`src/rtl/rv_ctrl_pkg.sv`:
```
// Shared encodings for the multi-cycle RV32 control FSM: opcodes, states,
// instruction classes and the datapath select codes driven by the controller.
package rv_ctrl_pkg;

  typedef enum logic [2:0] {
    S_IDLE   = 3'd0,
    S_FETCH  = 3'd1,
    S_DECODE = 3'd2,
    S_EXEC   = 3'd3,
    S_MEM    = 3'd4,
    S_WB     = 3'd5,
    S_HALT   = 3'd6
  } state_t;

  typedef enum logic [3:0] {
    CLS_NONE, CLS_R, CLS_MUL, CLS_I, CLS_LOAD, CLS_STORE, CLS_BRANCH,
    CLS_JAL, CLS_JALR, CLS_LUI, CLS_AUIPC, CLS_FENCE, CLS_ECALL,
    CLS_EBREAK, CLS_ILL
  } cls_t;

  localparam logic [6:0] OP_R      = 7'b0110011;
  localparam logic [6:0] OP_I      = 7'b0010011;
  localparam logic [6:0] OP_LOAD   = 7'b0000011;
  localparam logic [6:0] OP_STORE  = 7'b0100011;
  localparam logic [6:0] OP_BRANCH = 7'b1100011;
  localparam logic [6:0] OP_JAL    = 7'b1101111;
  localparam logic [6:0] OP_JALR   = 7'b1100111;
  localparam logic [6:0] OP_LUI    = 7'b0110111;
  localparam logic [6:0] OP_AUIPC  = 7'b0010111;
  localparam logic [6:0] OP_FENCE  = 7'b0001111;
  localparam logic [6:0] OP_SYSTEM = 7'b1110011;

  localparam logic [1:0] ALU_ADD   = 2'b00;
  localparam logic [1:0] ALU_SUB   = 2'b01;
  localparam logic [1:0] ALU_RTYPE = 2'b10;
  localparam logic [1:0] ALU_ITYPE = 2'b11;

  localparam logic [1:0] WB_ALU = 2'b00;
  localparam logic [1:0] WB_MEM = 2'b01;
  localparam logic [1:0] WB_PC4 = 2'b10;
  localparam logic [1:0] WB_IMM = 2'b11;

  localparam logic [1:0] PC_PLUS4 = 2'b00;
  localparam logic [1:0] PC_IMM   = 2'b01;
  localparam logic [1:0] PC_JALR  = 2'b10;

  typedef struct packed {
    logic       src;
    logic [1:0] op;
    logic       a_pc;
  } alu_ctrl_t;

  function automatic alu_ctrl_t alu_ctrl(input cls_t c);
    alu_ctrl_t a;
    a = '{src: 1'b0, op: ALU_ADD, a_pc: 1'b0};
    case (c)
      CLS_R, CLS_MUL:               a.op = ALU_RTYPE;
      CLS_I:                        begin a.src = 1'b1; a.op = ALU_ITYPE; end
      CLS_LOAD, CLS_STORE, CLS_JALR: a.src = 1'b1;
      CLS_AUIPC:                    begin a.src = 1'b1; a.a_pc = 1'b1; end
      CLS_BRANCH:                   a.op = ALU_SUB;
      default:                      ;
    endcase
    return a;
  endfunction

  function automatic logic [1:0] wb_sel_of(input cls_t c);
    case (c)
      CLS_JAL, CLS_JALR: return WB_PC4;
      CLS_LUI:           return WB_IMM;
      CLS_LOAD:          return WB_MEM;
      default:           return WB_ALU;
    endcase
  endfunction

endpackage

```
`src/rtl/ctrl_decode.sv`:
```
// Combinational opcode decode into an instruction class plus a legal flag.
// ebreak/ecall are kept apart so the trap cause stays visible in the class.
module ctrl_decode
  import rv_ctrl_pkg::*;
(
  input  logic [6:0] i_opcode,
  input  logic       i_funct7_0,
  input  logic       i_sys_imm0,
  output cls_t       o_cls,
  output logic       o_legal
);

  always_comb begin
    o_cls = CLS_ILL;
    case (i_opcode)
      OP_R:      o_cls = i_funct7_0 ? CLS_MUL : CLS_R;
      OP_I:      o_cls = CLS_I;
      OP_LOAD:   o_cls = CLS_LOAD;
      OP_STORE:  o_cls = CLS_STORE;
      OP_BRANCH: o_cls = CLS_BRANCH;
      OP_JAL:    o_cls = CLS_JAL;
      OP_JALR:   o_cls = CLS_JALR;
      OP_LUI:    o_cls = CLS_LUI;
      OP_AUIPC:  o_cls = CLS_AUIPC;
      OP_FENCE:  o_cls = CLS_FENCE;
      OP_SYSTEM: o_cls = i_sys_imm0 ? CLS_EBREAK : CLS_ECALL;
      default:   o_cls = CLS_ILL;
    endcase
    o_legal = (o_cls != CLS_ILL);
  end

endmodule

```
`src/rtl/control_fsm.sv`:
```
// Multi-cycle RV32IM control FSM: IDLE/FETCH/DECODE/EXEC/MEM/WB/HALT.
// Outputs decode from the state and the class latched in DECODE; fetch/data waits hold state.
module control_fsm
  import rv_ctrl_pkg::*;
#(
  parameter int unsigned MUL_CYCLES      = 4,
  parameter bit          HALT_ON_ILLEGAL = 1'b1
) (
  input  logic       clk,
  input  logic       rst_n,
  input  logic       start,
  input  logic [6:0] opcode,
  input  logic       funct7_0,
  input  logic       sys_imm0,
  input  logic       branch_taken,
  output logic       imem_req,
  input  logic       imem_ready,
  output logic       dmem_req,
  output logic       dmem_we,
  input  logic       dmem_ready,
  output logic       ir_we,
  output logic       pc_we,
  output logic [1:0] pc_sel,
  output logic       reg_write,
  output logic       alu_src,
  output logic [1:0] alu_op,
  output logic [1:0] wb_sel,
  output logic       alu_a_pc,
  output logic       mul_busy,
  output logic       halt,
  output logic       illegal,
  output logic [2:0] state
);

  localparam logic [3:0] MUL_LOAD = 4'(MUL_CYCLES - 1);

  state_t    r_state;
  cls_t      r_cls;
  logic [3:0] r_cnt;
  cls_t      w_cls;
  logic      w_legal;
  alu_ctrl_t w_alu;

  ctrl_decode u_decode (
    .i_opcode   (opcode),
    .i_funct7_0 (funct7_0),
    .i_sys_imm0 (sys_imm0),
    .o_cls      (w_cls),
    .o_legal    (w_legal)
  );

  always_ff @(posedge clk or negedge rst_n) begin
    if (!rst_n) begin
      r_state <= S_IDLE;
      r_cls   <= CLS_NONE;
      r_cnt   <= 4'd0;
    end else begin
      case (r_state)
        S_IDLE:  if (start) r_state <= S_FETCH;
        S_FETCH: if (imem_ready) r_state <= S_DECODE;
        S_DECODE: begin
          r_cls <= w_cls;
          r_cnt <= (w_cls == CLS_MUL) ? MUL_LOAD : 4'd0;
          if (!w_legal)
            r_state <= HALT_ON_ILLEGAL ? S_HALT : S_FETCH;
          else if (w_cls == CLS_ECALL || w_cls == CLS_EBREAK)
            r_state <= S_HALT;
          else
            r_state <= S_EXEC;
        end
        S_EXEC: begin
          case (r_cls)
            CLS_LOAD, CLS_STORE: r_state <= S_MEM;
            CLS_BRANCH:          r_state <= S_FETCH;
            // Counter was preloaded with MUL_CYCLES-1, so EXEC lasts MUL_CYCLES cycles.
            CLS_MUL: begin
              if (r_cnt == 4'd0) r_state <= S_WB;
              else               r_cnt   <= r_cnt - 4'd1;
            end
            default:             r_state <= S_WB;
          endcase
        end
        S_MEM:   if (dmem_ready) r_state <= (r_cls == CLS_STORE) ? S_FETCH : S_WB;
        S_WB:    r_state <= S_FETCH;
        S_HALT:  r_state <= S_HALT;
        default: r_state <= S_IDLE;
      endcase
    end
  end

  assign w_alu = alu_ctrl(r_cls);
  assign state = r_state;

  always_comb begin
    imem_req  = 1'b0;
    ir_we     = 1'b0;
    dmem_req  = 1'b0;
    dmem_we   = 1'b0;
    pc_we     = 1'b0;
    pc_sel    = PC_PLUS4;
    reg_write = 1'b0;
    alu_src   = 1'b0;
    alu_op    = ALU_ADD;
    wb_sel    = WB_ALU;
    alu_a_pc  = 1'b0;
    mul_busy  = 1'b0;
    halt      = 1'b0;
    illegal   = 1'b0;
    case (r_state)
      S_FETCH: begin
        imem_req = 1'b1;
        ir_we    = imem_ready;
      end
      S_DECODE: pc_we = !w_legal && !HALT_ON_ILLEGAL;
      S_EXEC: begin
        alu_src  = w_alu.src;
        alu_op   = w_alu.op;
        alu_a_pc = w_alu.a_pc;
        mul_busy = (r_cls == CLS_MUL);
        if (r_cls == CLS_BRANCH) begin
          pc_we  = 1'b1;
          pc_sel = branch_taken ? PC_IMM : PC_PLUS4;
        end
      end
      S_MEM: begin
        alu_src  = w_alu.src;
        alu_op   = w_alu.op;
        dmem_req = 1'b1;
        dmem_we  = (r_cls == CLS_STORE);
        pc_we    = dmem_ready && (r_cls == CLS_STORE);
      end
      S_WB: begin
        alu_src   = w_alu.src;
        alu_op    = w_alu.op;
        alu_a_pc  = w_alu.a_pc;
        reg_write = (r_cls != CLS_FENCE);
        pc_we     = 1'b1;
        wb_sel    = wb_sel_of(r_cls);
        if (r_cls == CLS_JAL)       pc_sel = PC_IMM;
        else if (r_cls == CLS_JALR) pc_sel = PC_JALR;
      end
      S_HALT: begin
        halt    = 1'b1;
        illegal = (r_cls == CLS_ILL);
      end
      default: ;
    endcase
  end

endmodule

```
`config.mk`:
```
export PLATFORM = sky130hd
export DESIGN_NAME = control_fsm
export DESIGN_NICKNAME = d
export VERILOG_FILES = /design/src/rtl/rv_ctrl_pkg.sv /design/src/rtl/ctrl_decode.sv /design/src/rtl/control_fsm.sv
export SDC_FILE = /design/constraint.sdc
export NUM_CORES = 1
export LEC_CHECK = 0
export ABC_AREA = 0
export CAP_MARGIN = 40
export CORE_MARGIN = 3
export CORE_UTILIZATION = 43
export DETAILED_ROUTE_END_ITERATION = 8
export PLACE_DENSITY = 0.86
export SLEW_MARGIN = 10
export SYNTH_ARGS = -nofsm -noshare
export SYNTH_HDL_FRONTEND = slang
export SYNTH_SLANG_ARGS = --single-unit
```
`constraint.sdc`:
```
create_clock -name clk -period 1.5 [get_ports clk]
set_input_delay 0.3 -clock clk [delete_from_list [all_inputs] [get_ports clk]]
set_output_delay 0.3 -clock clk [all_outputs]
set_load 0.005 [all_outputs]
```
==> results.toml, run 1 <==
[grt]
grt_max_degree = 12
antenna_found_initial = 0

[die]
die_w_um = 58.83
rows = 18
die_y_um = 58.83
io_pins = 35
start_util_pct = 46.73

[place]
post_dp_cell_area_um2 = 1889
dp_hpwl_mm = 3.166
portBuffers = 34
gp_congestion = 0.8491
dp_slack_ns = -0.5397

[logic_synthesis]
synthCells = 158
yosysMostFrequentCell = "nor2_1"
synth_warnings = 0
synth_ff_type = "dfrtp_1"
syn_nets = 175
async_flop_share_pct = 100.0
synth_edf_count = 0
synth_area_leader_cell = "dfrtp_1"
synth-seq-cells = 11
synth-seq-area-share_pct = 22.94
yosysUniqueCellTypes = 47
synth_top_area_share_pct = 22.94
synth.area.top_cells = "dfrtp_1, nor2_1, nand2b_1, nor2b_1, nand2_1"
avgSynthCellArea_um2 = 7.594
yosys-top-cells-count = "nor2_1, dfrtp_1, nand2_1"
synthesis.area_um2 = 1200

[clock_tree]
cts_hold_buffers = 0
cts_buffer_depth = 2
htree_num_levels = 1
clock-root-buffer = "clkbuf_4"
cts-buffers-inserted = 3
cts.sinks = 11

[status]
status = "did not finish"
firstError = "[ERROR DPL-0033] detailed placement checks failed during check placement."
stop_stage = "5_1_grt"

[sta]
worstEndpointType = "sequential cell input"
crit_endpoint = "state[2]$_DFFE_PN0P_/D"
-- logic make-up after synthesis --
group / share of synthesized area, %
and+or+nand+nor: 39.94
buffers and inverters: 6.777
adders and majority gates: 2.085
xor gates and xnor gates: 2.190
muxes: 3.337
AOI/OAI and AO/OA: 22.73
DFF: 22.94
-- per-stage QoR --
stage | cells | hold slack [ns]
2_1_floorplan | 158 | 0.004409
3_3_place_gp | 259 | 0.5223
3_5_place_dp | 259 | 0.5533
4_1_cts | 294 | 0.3640
-- timing repair --
item | 4_1_cts
gates resized for setup | 152
setup buffers | 32
endpoints found under the setup margin | 28
endpoints found under the hold margin | 0
pin swaps | 22
gates cloned | 0
==> inputs of run 2 (changes only) <==
--- a/config.mk
+++ b/config.mk
@@ -7,10 +7,10 @@
 export LEC_CHECK = 0
 export ABC_AREA = 0
 export CAP_MARGIN = 40
-export CORE_MARGIN = 3
-export CORE_UTILIZATION = 43
+export CORE_AREA = 3 3 64 66
 export DETAILED_ROUTE_END_ITERATION = 8
-export PLACE_DENSITY = 0.86
+export DIE_AREA = 0 0 67 69
+export PLACE_DENSITY_LB_ADDON = 0.15
 export SLEW_MARGIN = 10
 export SYNTH_ARGS = -nofsm -noshare
 export SYNTH_HDL_FRONTEND = slang
==> constraint.sdc (replaced) <==
create_clock -name clk -period 2 [get_ports clk]
set_input_delay 0.4 -clock clk [delete_from_list [all_inputs] [get_ports clk]]
set_output_delay 0.4 -clock clk [all_outputs]
set_load 0.005 [all_outputs]
==> results.toml, run 2 <==
[logic_synthesis]
yosysMostFrequentCell = "nor2_1"
synth-seq-area-share_pct = 22.94
synth_ff_type = "dfrtp_1"
yosysUniqueCellTypes = 47
async_flop_share_pct = 100.0
synth.area.top_cells = "dfrtp_1, nor2_1, nand2b_1, nor2b_1, nand2_1"
synthesis.area_um2 = 1200
synth_edf_count = 0
avgSynthCellArea_um2 = 7.594
syn_nets = 175
synth_top_area_share_pct = 22.94
synthCells = 158
yosys-top-cells-count = "nor2_1, dfrtp_1, nand2_1"
synth_warnings = 0
synth-seq-cells = 11
synth_area_leader_cell = "dfrtp_1"

[clock_tree]
cts.sinks = 11
cts-buffers-inserted = 3
clk_pin_slew_ns = 0.06
htree_num_levels = 1
cts_tree = "done"
clock-root-buffer = "clkbuf_8"
cts_buffer_depth = 2
cts_hold_buffers = 0
clock_latency_ns = 0.24

[grt]
track_usage_pct = 16.15
grt_pass1_vias = 1344
antenna_found_initial = 0
grt_max_degree = 12
grt.overflow.total = 0
grt_pass1_wl_mm = 5.934

[sta]
slew-limit-headroom_pct = 64.00
tightestPinTransition_ns = 0.5383
fin_ws_ns = 0.07209
maxSlewViolCount = 0
min_period_ns = 1.928
rsz0062_at_grt = "yes"
final.period_utilization_pct = 96.40
worst_hold_slack_ns = 0.5093
hold_viol = 0
fin_setup_tns_ns = 0
setup_viol = 0
fin_skew_ns = 0.008770
clock.fmax_mhz = 518.7

[critical_path]
arrival_ns = 1.53
r2r-end = "state[2]$_DFFE_PN0P_"
endpoint_kind = "output port"
required_ns = 1.60
worstSetupEndpoint = "alu_src"
crit_fanout = 4
startpoint_type = "flop"
rrSetupSlack_ns = 0.19
reg2reg_depth = 8
rr_startpoint = "state[2]$_DFFE_PN0P_"
critical_path_class = "flop to output port"
critPathLaunch = "state[1]$_DFFE_PN0P_"

[final_layout]
area_growth_pct = 72.99
post-route-util_pct = 57.13
fill_cells = 349
mostFrequentLayoutCell = "buf_4"
antennaDiodeCount = 0
layout_common_cells = "buf_4, nor2_1, clkdlybuf4s50_1, nand2_1"
drive_gt1_share_pct = 36.71
nNetsFinal = 255

[routing]
drc = 0
viasPerCell = 5.053
wl_per_cell_um = 13.04
dr.pass1.iters = 4
wirelength_mm = 3.715
ant_nets = 0
vias = 1440
drtIter0Drc = 55

[die]
core_area_um2 = 3633
io_pins = 35
start_util_pct = 33.02
die_w_um = 67
rows = 22
die_y_um = 69
dieArea_um2 = 4623

[status]
status = "complete, no violations"

[run]
maxCapViolCount = 0

[place]
gp_congestion = 0.7807
portBuffers = 34
dp_hpwl_mm = 2.726
dp_slack_ns = -0.07495

[power]
p_seq_share_pct = 17.7
power_density_nw_per_um2 = 1168
vdd_drop_max_v = 0.0003279
cellLeakagePower_nw = 1.016
p_int_mw = 1.447
switchingPower_uw = 978.5
comb_power_share_pct = 72.9
clock_power_share_pct = 9.4
p_sw_share_pct = 40.35

[min_path]
hold_path.class = "primary input to async pin"
## run 2: cell counts after synthesis
Identical to the previous run, type by type.
## run 2: timing repair
item	in CTS	in global routing
resized for setup	34	20
buffers inserted	10	10
endpoints found under the setup margin	17	6
pin swaps	1	4
## run 2: critical path, cell delays in order (launching register included)
cell and delay [ns]:
dfrtp_2 0.42, buf_4 0.15, and3b_2 0.24, nor2_2 0.15
nor2_1 0.07, dlygate4sd2_1 0.26
## run 2: routing by layer
metal  track usage (%)  wire length, um  vias up
met2             28.06             1894       34
met3             1.954              149        4
met4             7.432               66        0
met1             19.12             1605      673
met5                 0                0        -
li1                  -                -      729
## run 2: worst min path at each step
stage / startpoint / end / slack, ns
after floorplan: rst_n / r_cls[0]$_DFFE_PN0P_ / 0.10
after global placement: r_cnt[3]$_DFFE_PN0P_ / r_cnt[3]$_DFFE_PN0P_ / 0.52
after detailed placement: r_cnt[0]$_DFFE_PN0P_ / r_cnt[0]$_DFFE_PN0P_ / 0.55
after CTS: rst_n / r_cnt[3]$_DFFE_PN0P_ / 0.52
after global routing: rst_n / r_cnt[2]$_DFFE_PN0P_ / 0.54
final: rst_n / r_cnt[0]$_DFFE_PN0P_ / 0.51
## run 2: cells by family (layout without fill, tap and decap cells)
| kind of cell | Yosys count | count (layout) | synth area share, % |
|---|---|---|---|
| AO/OA/AOI/OAI | 39 | 39 | 22.73 |
| XOR/XNOR | 3 | 3 | 2.190 |
| adder cells (fa/ha/maj) | 2 | 2 | 2.085 |
| buffers and inverters | 17 | 96 | 6.777 |
| flip-flops | 11 | 11 | 22.94 |
| multiplexers | 4 | 4 | 3.337 |
| AND/OR/NAND/NOR | 82 | 82 | 39.94 |
## run 2: power by group through the flow
stage               combinational [mW]  clock (mW)  sequential (mW)
global route                      1.93       0.248            0.445
floorplan                        0.790           0            0.385
finish                            1.77       0.228            0.429
global placement                  1.31           0            0.433
CTS                               1.53       0.234            0.437
detailed placement                1.32           0            0.441
## run 2: area by class of cell
class | count | area (um2) | share of cell area (%)
timing repair buffer | 88 | 745.7 | 35.93
inverter | 4 | 15.01 | 0.7233
tap | 48 | 60.06 | 2.893
clock inverter | 1 | 5.005 | 0.2411
sequential | 11 | 280.3 | 13.50
multi-input combinational | 130 | 928.4 | 44.73
clock buffer | 3 | 41.29 | 1.989
## run 2: stage by stage
| stage | power [mW] | cells | cell area, um2 |
|---|---|---|---|
| CTS | 2.205 | 275 | 1959 |
| global route | 2.619 | 285 | 2076 |
| detailed placement | 1.759 | 261 | 1789 |
| finish | 2.425 | 285 | 2076 |
| global placement | 1.739 | 261 | 1789 |
| floorplan | 1.175 | 158 | 1200 |
No activity file was read; power rests on OpenSTA's default activity.
==> inputs of run 3 (changes only) <==
==> constraint.sdc (replaced) <==
create_clock -name clk -period 2 [get_ports clk]
set_input_delay 0.5 -clock clk [delete_from_list [all_inputs] [get_ports clk]]
set_output_delay 0.5 -clock clk [all_outputs]
set_load 0.005 [all_outputs]
==> results.toml, run 3 (synthesis gave the netlist of run 2 again) <==
[final_layout]
fill_cells = 334
drive_gt1_share_pct = 46.83
mostFrequentLayoutCell = "buf_4"
area_growth_pct = 84.15
nNetsFinal = 270
multi_input_area_um2 = 972.2
antennaDiodeCount = 0
ff_latch_area_um2 = 281.5
layout_common_cells = "buf_4, clkdlybuf4s50_1, nor2_1, nand2b_1, nand2_1"
post-route-util_pct = 60.81

[critical_path]
cp_cell_sequence = "buf_6 -> and3b_2 -> buf_6 -> nand2_2 -> mux2i_1 -> and3_1 -> buf_2"
crit_fanout = 3
cp_slowest_cell = "dfrtp_2"
startpoint_type = "flop"
crit_top_cell = "buf_6"
path_buf_inv = 3
rr_startpoint = "state[1]$_DFFE_PN0P_"
endpoint_kind = "output port"
reg2reg_depth = 10
crit_family = "flip-flops"
rrSetupSlack_ns = 0.14
arrival_ns = 1.55
critical_path_class = "flop to output port"
required_ns = 1.50
critPathMaxStageDelay_ns = 0.44
r2r-end = "r_cnt[0]$_DFFE_PN0P_"

[routing]
vias = 1514
ant_nets = 0
viasPerCell = 5.047
dr.pass1.iters = 4
wl_per_cell_um = 12.63
drc = 0
drtIter0Drc = 91
wirelength_mm = 3.788

[status]
violations = "negative setup slack"
status = "complete, but fails checks"

[place]
gp_congestion = 0.8054
dp_hpwl_mm = 2.814
portBuffers = 34

[clock_tree]
clock_latency_ns = 0.24
cts_tree = "done"
clock-root-buffer = "clkbuf_8"
clk_pin_slew_ns = 0.05
cts_hold_buffers = 0
cts-buffers-inserted = 3
htree_num_levels = 1
cts_buffer_depth = 2
cts.sinks = 11

[sta]
worst_hold_slack_ns = 0.5614
fin_skew_ns = 0.006873
setup_viol = 1
min_period_ns = 2.049
slew-limit-headroom_pct = 64.08
clock.fmax_mhz = 488.0
tightestPinTransition_ns = 0.5371
hold_viol = 0
final.period_utilization_pct = 102.5
maxSlewViolCount = 0
rsz0062_at_grt = "yes"
fin_ws_ns = -0.04918

[min_path]
hold_end = "r_cnt[1]$_DFFE_PN0P_"
hold_path_depth = 2
hp-start = "r_cnt[1]$_DFFE_PN0P_"
hold_path.class = "flop to flop"

[grt]
antenna_found_initial = 0
track_usage_pct = 16.99
grt_pass1_wl_mm = 6.361
grt_max_degree = 12
grt.overflow.total = 0
grt_pass1_vias = 1505

[power]
comb_power_share_pct = 74.6
p_int_mw = 1.565
switchingPower_mw = 1.025
p_seq_share_pct = 16.9
vdd_drop_max_v = 0.0002972
power_density_nw_per_um2 = 1172
clock_power_share_pct = 8.5
p_sw_share_pct = 39.58
cellLeakagePower_nw = 1.052

[die]
die_w_um = 67
dieArea_um2 = 4623
core_area_um2 = 3633
start_util_pct = 33.02
rows = 22
die_y_um = 69
io_pins = 35

[run]
maxCapViolCount = 0
==> run 3: area by class of cell <==
class / count / area share (%)
inverters: 4 / 0.6795
multi-input cells: 130 / 44.00
well taps: 48 / 2.718
clock inverters: 1 / 0.2265
flip-flops and latches: 11 / 12.74
repair buffers: 103 / 37.77
clock buffers: 3 / 1.869
==> run 3: stage by stage <==
step | power [mW] | setup TNS (ns) | area [um2] | worst slack (ns) | instances
2_1_floorplan | 1.175 | 0 | 1200 | 0.2922 | 158
3_3_place_gp | 1.871 | -1.526 | 1879 | -0.2557 | 273
3_5_place_dp | 1.906 | -2.116 | 1879 | -0.2524 | 273
4_1_cts | 2.326 | -0.2589 | 2034 | -0.2149 | 284
5_1_grt | 2.815 | -0.2102 | 2210 | -0.1209 | 300
6_report | 2.590 | -0.04918 | 2210 | -0.04918 | 300
==> run 3: how the worst max path moves through the flow <==
stage / slack (ns) / start / depth (start not counted) / endpoint
after floorplan: 0.29 / state[1]$_DFFE_PN0P_ / 5 / pc_sel[0]
after CTS: -0.21 / r_cls[2]$_DFFE_PN0P_ / 5 / alu_src
after global placement: -0.26 / branch_taken / 5 / pc_sel[0]
after global routing: -0.12 / state[1]$_DFFE_PN0P_ / 7 / pc_sel[0]
final: -0.05 / state[1]$_DFFE_PN0P_ / 7 / pc_sel[0]
after detailed placement: -0.25 / branch_taken / 5 / pc_sel[0]
==> run 3: what timing repair did <==
item / 4_1_cts / 5_1_grt
endpoints found under the setup margin: 17 / 12
setup buffers: 7 / 16
gates resized for setup: 58 / 29
pin swaps: 4 / 11
==> run 3: power groups by stage <==
stage	registers, mW	logic (mW)	clock network [mW]
2_1_floorplan	0.385	0.790	0
3_3_place_gp	0.423	1.45	0
3_5_place_dp	0.429	1.48	0
4_1_cts	0.445	1.65	0.230
5_1_grt	0.455	2.12	0.241
6_report	0.438	1.93	0.221
==> run 3: metal layers <==
metal  vias to the layer above  track usage, %  share of wire [%]  wire length (um)
met3                         6           2.280                3.9               146
li1                        759               -                  -                 -
met5                         -               0                  0                 0
met2                        42           29.91                 51              1918
met1                       707           20.42                 44              1679
met4                         0           6.081                1.1                43
==> run 3: worst reg2reg max path, stage by stage, from the launching register on <==
cell and delay [ns]:
dfrtp_2 0.44, buf_6 0.13, and3b_2 0.25, buf_6 0.13
buf_4 0.12, buf_4 0.12, buf_4 0.12, nand3_2 0.08
o21a_1 0.13, nand2b_1 0.11, o221ai_1 0.11
